[src/rtl/ntt_pkg.sv]
// Shared constants, state encoding and butterfly-span helpers for the Kyber NTT sequencer.
package ntt_pkg;

    localparam int N      = 256;
    localparam int STAGES = 7;
    localparam int Q      = 3329;

    typedef enum logic [1:0] {
        IDLE,
        RUN,
        DRAIN,
        DONE
    } ntt_state_t;

    // log2 of the butterfly span: forward shrinks 128..2, inverse grows 2..128.
    function automatic logic [2:0] ntt_lg(input logic [2:0] stage, input logic inv);
        return inv ? stage + 3'd1 : 3'd7 - stage;
    endfunction

    function automatic logic [7:0] ntt_len(input logic [2:0] stage, input logic inv);
        return 8'd1 << ntt_lg(stage, inv);
    endfunction

endpackage

[src/rtl/ntt_wb_delay.sv]
// Fixed-latency valid/address delay line that lines write-back up with the butterfly pipe.
module ntt_wb_delay #(
    parameter int DEPTH = 4,
    parameter int W     = 8
) (
    input  logic         clk_i,
    input  logic         rst_ni,
    input  logic         vld_i,
    input  logic [W-1:0] a_i,
    input  logic [W-1:0] b_i,
    output logic         vld_o,
    output logic [W-1:0] a_o,
    output logic [W-1:0] b_o
);

    logic [DEPTH-1:0] vld_q;
    logic [W-1:0]     a_q [DEPTH];
    logic [W-1:0]     b_q [DEPTH];

    always_ff @(posedge clk_i) begin
        if (!rst_ni) begin
            vld_q <= '0;
            for (int i = 0; i < DEPTH; i++) begin
                a_q[i] <= '0;
                b_q[i] <= '0;
            end
        end else begin
            vld_q[0] <= vld_i;
            a_q[0]   <= a_i;
            b_q[0]   <= b_i;
            for (int i = 1; i < DEPTH; i++) begin
                vld_q[i] <= vld_q[i-1];
                a_q[i]   <= a_q[i-1];
                b_q[i]   <= b_q[i-1];
            end
        end
    end

    assign vld_o = vld_q[DEPTH-1];
    assign a_o   = a_q[DEPTH-1];
    assign b_o   = b_q[DEPTH-1];

endmodule

[src/rtl/ntt_ctrl.sv]
// Kyber 256-point in-place NTT butterfly sequencer with write-back delay and stage drain.
// Inverse transform support is compiled in only when NTT_CTRL_INTT_EN is defined.
module ntt_ctrl
    import ntt_pkg::*;
#(
    parameter int PIPE_DEPTH = 4,
    parameter int ADDR_W     = 8
) (
    input  logic              clk,
    input  logic              rst_n,
    input  logic              start,
    input  logic              inv,
    input  logic              bf_ready,
    output logic              busy,
    output logic              done,
    output logic [2:0]        stage,
    output logic              rd_en,
    output logic [ADDR_W-1:0] rd_addr_a,
    output logic [ADDR_W-1:0] rd_addr_b,
    output logic [6:0]        tw_idx,
    output logic              wr_en,
    output logic [ADDR_W-1:0] wr_addr_a,
    output logic [ADDR_W-1:0] wr_addr_b
);

    localparam logic [3:0] DRAIN_LAST = 4'(PIPE_DEPTH - 1);
    localparam logic [2:0] LAST_STAGE = 3'(STAGES - 1);
    localparam logic [6:0] LAST_BF    = 7'(N / 2 - 1);

    ntt_state_t  state_q;
    logic [2:0]  stage_q;
    logic [6:0]  bf_cnt_q;
    logic [3:0]  drain_cnt_q;
    logic        busy_q;
    logic        done_q;
    logic        eff_inv;
    logic [6:0]  tw_c;

    logic [2:0]        lg;
    logic [6:0]        grp7;
    logic [ADDR_W-1:0] cnt_w;
    logic [ADDR_W-1:0] len_w;
    logic [ADDR_W-1:0] grp_w;
    logic [ADDR_W-1:0] addr_a;
    logic              run;

    always_ff @(posedge clk) begin
        if (!rst_n) begin
            state_q     <= IDLE;
            stage_q     <= '0;
            bf_cnt_q    <= '0;
            drain_cnt_q <= '0;
            busy_q      <= 1'b0;
            done_q      <= 1'b0;
        end else begin
            done_q <= 1'b0;
            unique case (state_q)
                IDLE: begin
                    if (start) begin
                        state_q  <= RUN;
                        stage_q  <= '0;
                        bf_cnt_q <= '0;
                        busy_q   <= 1'b1;
                    end
                end
                RUN: begin
                    if (bf_ready) begin
                        bf_cnt_q <= bf_cnt_q + 7'd1;
                        if (bf_cnt_q == LAST_BF) begin
                            state_q     <= DRAIN;
                            drain_cnt_q <= '0;
                        end
                    end
                end
                DRAIN: begin
                    if (drain_cnt_q == DRAIN_LAST) begin
                        if (stage_q == LAST_STAGE) begin
                            state_q <= DONE;
                            done_q  <= 1'b1;
                        end else begin
                            stage_q  <= stage_q + 3'd1;
                            bf_cnt_q <= '0;
                            state_q  <= RUN;
                        end
                    end else begin
                        drain_cnt_q <= drain_cnt_q + 4'd1;
                    end
                end
                DONE: begin
                    busy_q  <= 1'b0;
                    state_q <= IDLE;
                end
                default: state_q <= IDLE;
            endcase
        end
    end

    assign lg    = ntt_lg(stage_q, eff_inv);
    assign grp7  = bf_cnt_q >> lg;
    assign cnt_w = ADDR_W'(bf_cnt_q);
    assign len_w = ADDR_W'(ntt_len(stage_q, eff_inv));
    assign grp_w = ADDR_W'(grp7);

    // Group base is 2*len*g; the offset fits below len so OR equals add.
    assign addr_a = ((grp_w << lg) << 1) | (cnt_w & (len_w - 1'b1));

`ifdef NTT_CTRL_INTT_EN
    logic inv_q;

    always_ff @(posedge clk) begin
        if (!rst_n) begin
            inv_q <= 1'b0;
        end else if (state_q == IDLE && start) begin
            inv_q <= inv;
        end
    end

    assign eff_inv = inv_q;
    assign tw_c    = inv_q ? (7'd127 >> stage_q) - grp7
                           : (7'd1 << stage_q) + grp7;
`else
    logic unused_inv;

    assign unused_inv = inv;
    assign eff_inv    = 1'b0;
    assign tw_c       = (7'd1 << stage_q) + grp7;
`endif

    assign run       = (state_q == RUN);
    assign rd_en     = run & bf_ready;
    assign rd_addr_a = run ? addr_a : '0;
    assign rd_addr_b = run ? addr_a + len_w : '0;
    assign tw_idx    = run ? tw_c : '0;

    assign busy  = busy_q;
    assign done  = done_q;
    assign stage = stage_q;

    ntt_wb_delay #(
        .DEPTH (PIPE_DEPTH),
        .W     (ADDR_W)
    ) u_wb_delay (
        .clk_i  (clk),
        .rst_ni (rst_n),
        .vld_i  (rd_en),
        .a_i    (rd_addr_a),
        .b_i    (rd_addr_b),
        .vld_o  (wr_en),
        .a_o    (wr_addr_a),
        .b_o    (wr_addr_b)
    );

endmodule

[config.mk]
export PLATFORM = sky130hd
export DESIGN_NAME = ntt_ctrl
export DESIGN_NICKNAME = d
export VERILOG_FILES = /design/src/rtl/ntt_pkg.sv /design/src/rtl/ntt_wb_delay.sv /design/src/rtl/ntt_ctrl.sv
export SDC_FILE = /design/constraint.sdc
export NUM_CORES = 1
export LEC_CHECK = 0
export CORE_ASPECT_RATIO = 0.6
export CORE_MARGIN = 3
export CORE_UTILIZATION = 41
export CTS_CLUSTER_SIZE = 24
export DETAILED_ROUTE_END_ITERATION = 6
export PLACE_DENSITY_LB_ADDON = 0.1
export RECOVER_POWER = 50
export SLEW_MARGIN = 20
export SYNTH_ARGS = -nofsm -noshare
export SYNTH_HDL_FRONTEND = slang
export SYNTH_SLANG_ARGS = --single-unit
[constraint.sdc]
create_clock -name clk -period 3.9 [get_ports clk]
set_clock_uncertainty 0.15 [all_clocks]
set_input_delay 0.585 -clock clk [delete_from_list [all_inputs] [get_ports clk]]
set_output_delay 0.585 -clock clk [all_outputs]
set_load 0.02 [all_outputs]
# == Word level (Yosys, flattened, before mapping) ==
# Memories as Yosys holds them, arrays and structs flattened.
# Index checks and enable logic that the tools add are counted.
# word_totals
regBits,22
latchBits,0
ram_bits,64
rom_bits,0
wordCells,89
memories,2
# classes
add_sub_neg,7
n_mul,0
n_div,0
magnitude_cmp,0
eq_ne,12
n_shift,4
mux,35
bitwise,11
reduce_logical,11
# memory_table
memory,depth,word_bits,rd,rd_clocked_by_memory_dff,wr,line_no,text
u_wb_delay.a_q,4,8,4,0,4,ntt_wb_delay.sv:17,logic [W-1:0] a_q [DEPTH];
u_wb_delay.b_q,4,8,4,0,4,ntt_wb_delay.sv:18,logic [W-1:0] b_q [DEPTH];
# ops
cell,count
2-to-1 mux 8 bit,10
2-to-1 mux 7 bit,5
one-hot mux 7 bit (3 select lines),1
2-to-1 mux 4 bit,3
AND reduction 4 bit,3
2-to-1 mux 2 bit,5
"!= test 2 bit, second input constant",5
2-to-1 mux 3 bit,3
adder 8 bit,1
bitwise AND 7 x 8 -> 8 bit,1
OR 1 bit,8
OR 8 bit,1
one-hot mux 2 bit (4 select lines),1
one-hot mux 4 bit (2 select lines),1
"<< shifter 1 x 3 -> 8 bit, first input constant",1
"subtractor 8 x 1 -> 8 bit, second input constant",1
"adder 7 x 1 -> 7 bit, second input constant",1
adder 7 bit,1
"== test 7 bit, second input constant",1
"<< shifter 1 x 3 -> 7 bit, first input constant",1
<< shifter 7 x 3 -> 7 bit,1
>> shifter 7 x 3 -> 7 bit,1
one-hot mux 3 bit (2 select lines),1
nonzero test 2 bit,3
other kinds (16),20

# == Longest topological paths before layout ==
# Gate-level depths: netlist of run 1.
# logic_depth
ltp_word,8
mapped_depth,12
depth_no_buf,11

# == Cells and area by module ==
# A second synthesis of run 1 with hierarchy kept.
# unflattened
hier_cells,452
area_unflattened_um2,4097.7
# modules_own_cells
mod,instances,cells_each,area_each_um2
ntt_ctrl,1,293,2110.8
ntt_wb_delay,1,159,1986.9

# == Least setup slack after synthesis of run 1 ==
# OpenSTA, ideal clock, no wires.
# synth_timing
path_type,flip-flop to output port
startpoint,"register stage_q[1], in the netlist stage[1]"
endpoint,output rd_addr_b[7]
arrival_time_ns,3.196
t_required_ns,3.165
slack_ns,-0.031
path_stages_with_launch,13
path_buffers,1
cell_sequence,dfxtp_1 clkbuf_1 inv_1 ha_1 nor2b_1 a21o_1 a221oi_1 inv_1 ha_1 or2_1 a2111oi_0 o21ai_0 a21oi_1
# synth_between
elab_chain_cells,7
word_cells_on_any_way,9
cone_classes,add/sub (3); shift (3); mux (1); bitwise (2)
# synth_rtl
element,line_no,text
"start, declared",ntt_ctrl.sv:31,logic [2:0] stage_q;
"start signal, assigned",ntt_ctrl.sv:81,stage_q <= stage_q + 3'd1;
subtractor 3 bit (*),ntt_pkg.sv:17,return inv ? stage + 3'd1 : 3'd7 - stage;
<< shifter 1 x 3 -> 8 bit,ntt_pkg.sv:21,"return 8'd1 << ntt_lg(stage, inv);"
subtractor 8 x 1 -> 8 bit,ntt_ctrl.sv:105,assign addr_a = ((grp_w << lg) << 1) | (cnt_w & (len_w - 1'b1));
bitwise AND 7 x 8 -> 8 bit,ntt_ctrl.sv:105,
OR 8 bit,ntt_ctrl.sv:105,
adder 8 bit (*),ntt_ctrl.sv:132,assign rd_addr_b = run ? addr_a + len_w : '0;
2-to-1 mux 8 bit (*),ntt_ctrl.sv:132,
"end, declared",ntt_ctrl.sv:19,"output logic [ADDR_W-1:0] rd_addr_b,"
# Every way passes the cells marked *; elsewhere a longest branch is shown, timed or not.

# == Final worst setup path of run 1 ==
# layout_timing
startpoint,"register stage_q[0], in the netlist stage[0]"
endpoint,output tw_idx[1]
# layout_between
elab_chain_cells,4
word_cells_on_any_way,5
cone_classes,add/sub (2); shift (2); mux (1)
# layout_rtl
element,line_no,text
subtractor 3 bit,ntt_pkg.sv:17,
>> shifter 7 x 3 -> 7 bit,ntt_ctrl.sv:99,assign grp7 = bf_cnt_q >> lg;
adder 7 bit (*),ntt_ctrl.sv:126,assign tw_c = (7'd1 << stage_q) + grp7;
2-to-1 mux 7 bit (*),ntt_ctrl.sv:133,assign tw_idx = run ? tw_c : '0;
"end, declared",ntt_ctrl.sv:20,"output logic [6:0] tw_idx,"
# Marked as above.

==> flow_summary_export.csv, run 1 <==
group,metric,value,unit
outcome,outcome,"complete, but fails checks",
outcome,failed_checks,"capacitance limit, slew limit",
yosys,synthTopCellsByArea,"dfxtp_1, and2_1, ha_1",
yosys,yosys.cell_types.count,61,
setup_path,cp.required,3.16,ns
setup_path,worstSetupStartpointType,"flop",
yosys,netlist_area,3940,um^2
detailed_routing,drc,0,
sta,fmax,261,MHz
sta,timing.hold.ws,0.277,ns
clocking,cts_buffers,9,
yosys,seq_area_frac_synth,0.437,
flow_run,drv_cap,1,
layout,fill_cells,844,
yosys,yosysWarnings,0,
sta,setup_viol,0,
clocking,h-tree-depth,3,
setup_path,crit_path_end_kind,"output port",
sta,tightest_slew,1.58,ns
power,p_leak,0.00217,uW
clocking,ctsHoldBuffers,0,
die,dieArea,10900,um^2
detailed_routing,ant_nets,0,
layout,final-seq-area,1720,um^2
detailed_routing,drt_iter0_drc,253,
layout,multi_input_area,2070,um^2
placement,gp_congestion,0.897,
global_routing,grt_pass1_vias,2961,
yosys,yosysTopAreaCell,"dfxtp_1",
yosys,postSynthAreaPerCell,9.08,um^2
die,row_count,27,
global_routing,grtUsageTotal,0.175,
sta,slew_headroom,-0.0539,
setup_path,critPathArrivalTime,3.10,ns
global_routing,grt_pass1_wl,14900,um
yosys,synth_enable_flop_cells,0,
power,power_density,367,nW/um^2
setup_path,worst-path-max-fanout,3,
detailed_routing,via_count,3185,
die,die_h,81.9,um
placement,dp_hpwl,6710,um
detailed_routing,via_per_inst,4.95,
global_routing,grt_overflow,0,
power,power,1870,uW
clocking,root_buffer,"clkbuf_16",
yosys,async_reset_ff_frac,0,
layout,fin_nets,536,
global_routing,antenna_found_initial,1,
clocking,clk_pin_slew,0.07,ns
layout,final_common_cell,"dfxtp_1",
setup_path,cp-startpoint,"stage[0]",
yosys,synthFlopType,"dfxtp_1",
setup_path,worst_path_largest_cell_delay,0.63,ns
die,io_pins,51,
setup_path,cp_slowest_cell,"clkdlybuf4s50_1",
sta,rsz0062_at_grt,"no",
detailed_routing,first_pass_iters,4,
sta,period_share,0.984,
sta,final_hold_viol_count,0,
yosys,ys_seq_elements,86,
global_routing,grt_max_degree,56,
layout,area_growth,29.4,%
setup_path,path_delay_family,"buffers and inverters",
setup_path,r2r_start,"stage[1]",
hold_path,hold_start,"u_wb_delay.b_q[0][4]",
hold_path,hold_path_class,"flop to flop",
placement,io_buffers,49,
sta,final.min_clock_period,3.84,ns
setup_path,path_buf_inv,3,
setup_path,crit_chain,"buf_4 > mux4_2 > mux2_2 > ha_1 > inv_1 > fa_1 > nor2_1 > clkdlybuf4s50_1",
clocking,numClockSinks,86,
detailed_routing,wl_per_cell,14.1,um
yosys,yosys.area.top_type_share,0.437,
layout,drive_gt1_frac,0.150,
clocking,insertion_delay,0.34,ns
detailed_routing,drt-total-wl,9060,um
yosys,synthCells,434,
clocking,clk_path_buf_depth,2,
die,fp.coreArea,9260,um^2
layout,antenna_cells,0,
power,ir_drop,0.211,mV
clocking,cts_tree,"built",
die,start_util,0.426,
die,die_x,133,um
setup_path,critical_path_class,"flop to output port",
sta,drv_slew,56,
layout,final_cell_mix,"dfxtp_1, nor2_1, buf_4",
yosys,syn-num-nets,461,
## state kept, by name, indices dropped and copies added, names as in the netlist
| signal | count |
|---|---|
| busy | 1 |
| state_q | 2 |
| bf_cnt_q | 7 |
| u_wb_delay.vld_q | 4 |
| done | 1 |
| u_wb_delay.b_q | 32 |
| stage | 3 |
| drain_cnt_q | 4 |
| u_wb_delay.a_q | 32 |
## per-layer routing
| layer | part of all wire | global-route usage | wire (um) | up-vias |
|---|---|---|---|---|
| met5 | 0 | 0 | 0 | - |
| li1 | - | - | - | 1618 |
| met3 | 0.055 | 0.0526 | 494 | 8 |
| met4 | 0.0074 | 0.0384 | 67 | 0 |
| met2 | 0.40 | 0.256 | 3650 | 79 |
| met1 | 0.53 | 0.254 | 4850 | 1480 |
## power breakdown
group,switching [uW],internal [uW],total [uW]
Combinational,61.9,32.2,94.1
Clock,374,512,886
Sequential,6.25,886,892
Total,442,1430,1870
## cells in the mapped netlist, types with 6 or more instances
| cell | count |
|---|---|
| xnor2_1 | 6 |
| nor3_1 | 7 |
| nand2b_1 | 10 |
| inv_1 | 18 |
| a21oi_1 | 17 |
| o21ai_0 | 10 |
| buf_2 | 8 |
| ha_1 | 20 |
| clkbuf_1 | 14 |
| nor2b_1 | 7 |
| and2_1 | 58 |
| nand2_1 | 30 |
| nand3_1 | 14 |
| mux2i_1 | 12 |
| dfxtp_1 | 86 |
| nor2_1 | 39 |
| and3_1 | 6 |
## through the flow
step	cell area, um^2	cells	setup TNS (ns)	utilization	worst slack, ns
after floorplan	3940	434	0	-	0.0447
after global routing	5100	644	0	0.551	0.00177
final	5100	644	0	0.551	0.0638
after CTS	5090	643	0	0.550	0.0117
after detailed placement	4780	627	-0.0269	0.516	-0.0269
after global placement	4780	627	-0.00197	0.516	-0.00197
## cell families after synthesis
| group | synth area share |
|---|---|
| adders and majority gates | 0.0737 |
| buffers and inverters | 0.0438 |
| and+or+nand+nor | 0.266 |
| muxes | 0.0419 |
| xor gates and xnor gates | 0.0178 |
| AOI/OAI and AO/OA | 0.119 |
| other | 0.000952 |
| DFF | 0.437 |
## worst register-to-register path, delay by kind of cell (launching register included)
kind	cells	cell delay [ns]
simple gates	4	0.81
compound gates	3	0.52
fa+ha+maj	2	0.51
buf+inv	4	0.44
flops	1	0.34
## repair_timing
action	in CTS	in global routing
pin swaps	0	2
gates resized for setup	15	16
setup endpoints to repair	8	9
buffers inserted	0	1
## final cells by class
class	instances	area share
Inverter	18	0.0133
Clock buffer	9	0.0442
Timing Repair Buffer	88	0.149
Multi-Input combinational cell	306	0.406
Clock inverter	7	0.0179
Sequential cell	86	0.338
Tap cell	130	0.0319
## final timing paths
kind	slack, ns	to	cells past startpoint
setup / recovery	0.06	tw_idx[1]	8
hold / removal	0.28	u_wb_delay.b_q[1][4]	1
setup reg to reg	1.07	u_wb_delay.b_q[0][6]	13
hold reg to reg	0.28	u_wb_delay.b_q[1][4]	1
Power figures use the tool's default switching activity.
==> run 2: changes to the inputs <==
--- a/config.mk
+++ b/config.mk
@@ -8,6 +8,7 @@
 export CORE_ASPECT_RATIO = 0.6
 export CORE_MARGIN = 3
 export CORE_UTILIZATION = 41
+export CTS_BUF_LIST = sky130_fd_sc_hd__clkbuf_4
 export CTS_CLUSTER_SIZE = 24
 export DETAILED_ROUTE_END_ITERATION = 6
 export PLACE_DENSITY_LB_ADDON = 0.1
==> run 2 against run 1 <==
Effect of this change:
- the run still ends with capacitance limit, slew limit left
- global-route usage rose by 0.13 points
- cell area decreased by 1.5%
- combinational power is essentially flat
- critical path depth increased by 3
- routed wire length up 1.0%
- power is 18% lower
- critical endpoint is now tw_idx[6]
==> flow_summary_export.csv, run 2 (synthesis gave the netlist of run 1 again) <==
group,metric,value,unit
outcome,outcome,"complete, but fails checks",
outcome,failed_checks,"capacitance limit, slew limit",
die,die_h,81.9,um
sta,timing.hold.ws,0.285,ns
clocking,h-tree-depth,3,
layout,final_cell_mix,"dfxtp_1, nor2_1, buf_4",
sta,fmax,264,MHz
sta,period_share,0.973,
clocking,cts_buffers,9,
clocking,cts_tree,"built",
power,ir_drop,0.170,mV
layout,largestRegisters,"u_wb_delay.a_q: 32 flops, u_wb_delay.b_q: 32 flops, bf_cnt_q: 7 flops",
setup_path,crit_chain,"buf_4 > mux4_2 > mux2_2 > ha_1 > inv_1 > fa_2 > nor2b_1 > o31a_1 > o22ai_2 > mux2i_1 > buf_4",
clocking,numClockSinks,86,
sta,final_hold_viol_count,0,
setup_path,critPathArrivalTime,3.06,ns
global_routing,antenna_found_initial,1,
die,die_x,133,um
layout,drive_gt1_frac,0.177,
detailed_routing,drt_iter0_drc,245,
setup_path,crit_path_end_kind,"output port",
detailed_routing,wl_per_cell,14.2,um
global_routing,grtUsageTotal,0.176,
setup_path,cpMostUsedCell,"buf_4",
setup_path,worstSetupStartpointType,"flop",
sta,tns,0,ns
sta,setup_viol,0,
detailed_routing,first_pass_iters,5,
sta,final.min_clock_period,3.79,ns
sta,slew_headroom,-0.0568,
die,dieArea,10900,um^2
setup_path,cp.required,3.16,ns
global_routing,grt_pass1_vias,2958,
die,row_count,27,
setup_path,worst-path-max-fanout,3,
layout,antenna_cells,0,
die,io_pins,51,
detailed_routing,via_count,3207,
die,start_util,0.426,
power,p_leak,0.00208,uW
detailed_routing,drt-total-wl,9150,um
clocking,clk_path_buf_depth,2,
global_routing,grt_max_degree,56,
placement,dp_hpwl,6710,um
setup_path,cp_slowest_cell,"mux4_2",
global_routing,grt_overflow,0,
detailed_routing,via_per_inst,4.98,
placement,io_buffers,49,
power,power_density,305,nW/um^2
sta,drv_slew,56,
detailed_routing,drc,0,
sta,tightest_slew,1.59,ns
placement,gp_congestion,0.897,
setup_path,critical_path_class,"flop to output port",
placement,post-place-ws,-0.0269,ns
sta,worst_slack,0.107,ns
clocking,insertion_delay,0.45,ns
layout,final_common_cell,"dfxtp_1",
layout,fill_cells,872,
hold_path,hold_path_class,"flop to flop",
flow_run,drv_cap,1,
global_routing,grt_pass1_wl,15000,um
setup_path,worst_path_largest_cell_delay,0.53,ns
die,fp.coreArea,9260,um^2
clocking,root_buffer,"clkbuf_4",
layout,fin_nets,536,
clocking,clk_pin_slew,0.15,ns
layout,area_growth,27.4,%
clocking,ctsHoldBuffers,0,
detailed_routing,ant_nets,0,
run 2: worst paths after layout:
check	startpoint	endpoint	slack, ns	cells past startpoint
hold / removal	u_wb_delay.b_q[0][4]	u_wb_delay.b_q[1][4]	0.29	1
hold reg to reg	u_wb_delay.b_q[0][4]	u_wb_delay.b_q[1][4]	0.29	1
setup reg to reg	stage[0]	u_wb_delay.b_q[0][6]	1.08	11
setup / recovery	stage[0]	tw_idx[6]	0.11	11
run 2: cell type report:
type / count / area (um^2) / area share
flip-flops and latches: 86 / 1730 / 0.344
inverters: 18 / 67.6 / 0.0135
repair buffers: 88 / 757 / 0.151
multi-input cells: 306 / 2150 / 0.428
clock inverters: 7 / 91.3 / 0.0182
clock buffers: 9 / 67.6 / 0.0135
well taps: 130 / 163 / 0.0324
run 2: critical path, delay by kind of cell (launching register included):
family	cells	cell delay, ns
compound gates	2	0.41
fa+ha+maj	2	0.42
simple gates	1	0.06
flops	1	0.37
buf+inv	3	0.35
mux	3	1.02
run 2: what timing repair did:
| item | in CTS | in global routing |
|---|---|---|
| setup endpoints to repair | 11 | 9 |
| gates cloned | 0 | 0 |
| buffers inserted | 0 | 1 |
| gates resized for setup | 37 | 24 |
| pin swaps | 2 | 2 |
run 2: routing by layer:
metal,wire (um),global-route usage,vias to the layer above
li1,-,-,1616
met1,4820,0.258,1489
met2,3680,0.257,92
met3,574,0.0465,10
met4,86,0.0467,0
met5,0,0,-
run 2: report_power, final:
| group | total [uW] | switching (uW) | internal [uW] |
|---|---|---|---|
| clock | 546 | 336 | 211 |
| combinational | 94.3 | 62.5 | 31.8 |
| sequential | 893 | 6.07 | 886 |
run 2: through the flow:
step	utilization	std cells	instance area [um^2]	power [uW]
2_1_floorplan	-	434	3940	975
6_report	0.542	644	5020	1530
3_3_place_gp	0.516	627	4780	1010
4_1_cts	0.534	643	4940	1560
5_1_grt	0.542	644	5020	1600
3_5_place_dp	0.516	627	4780	1010
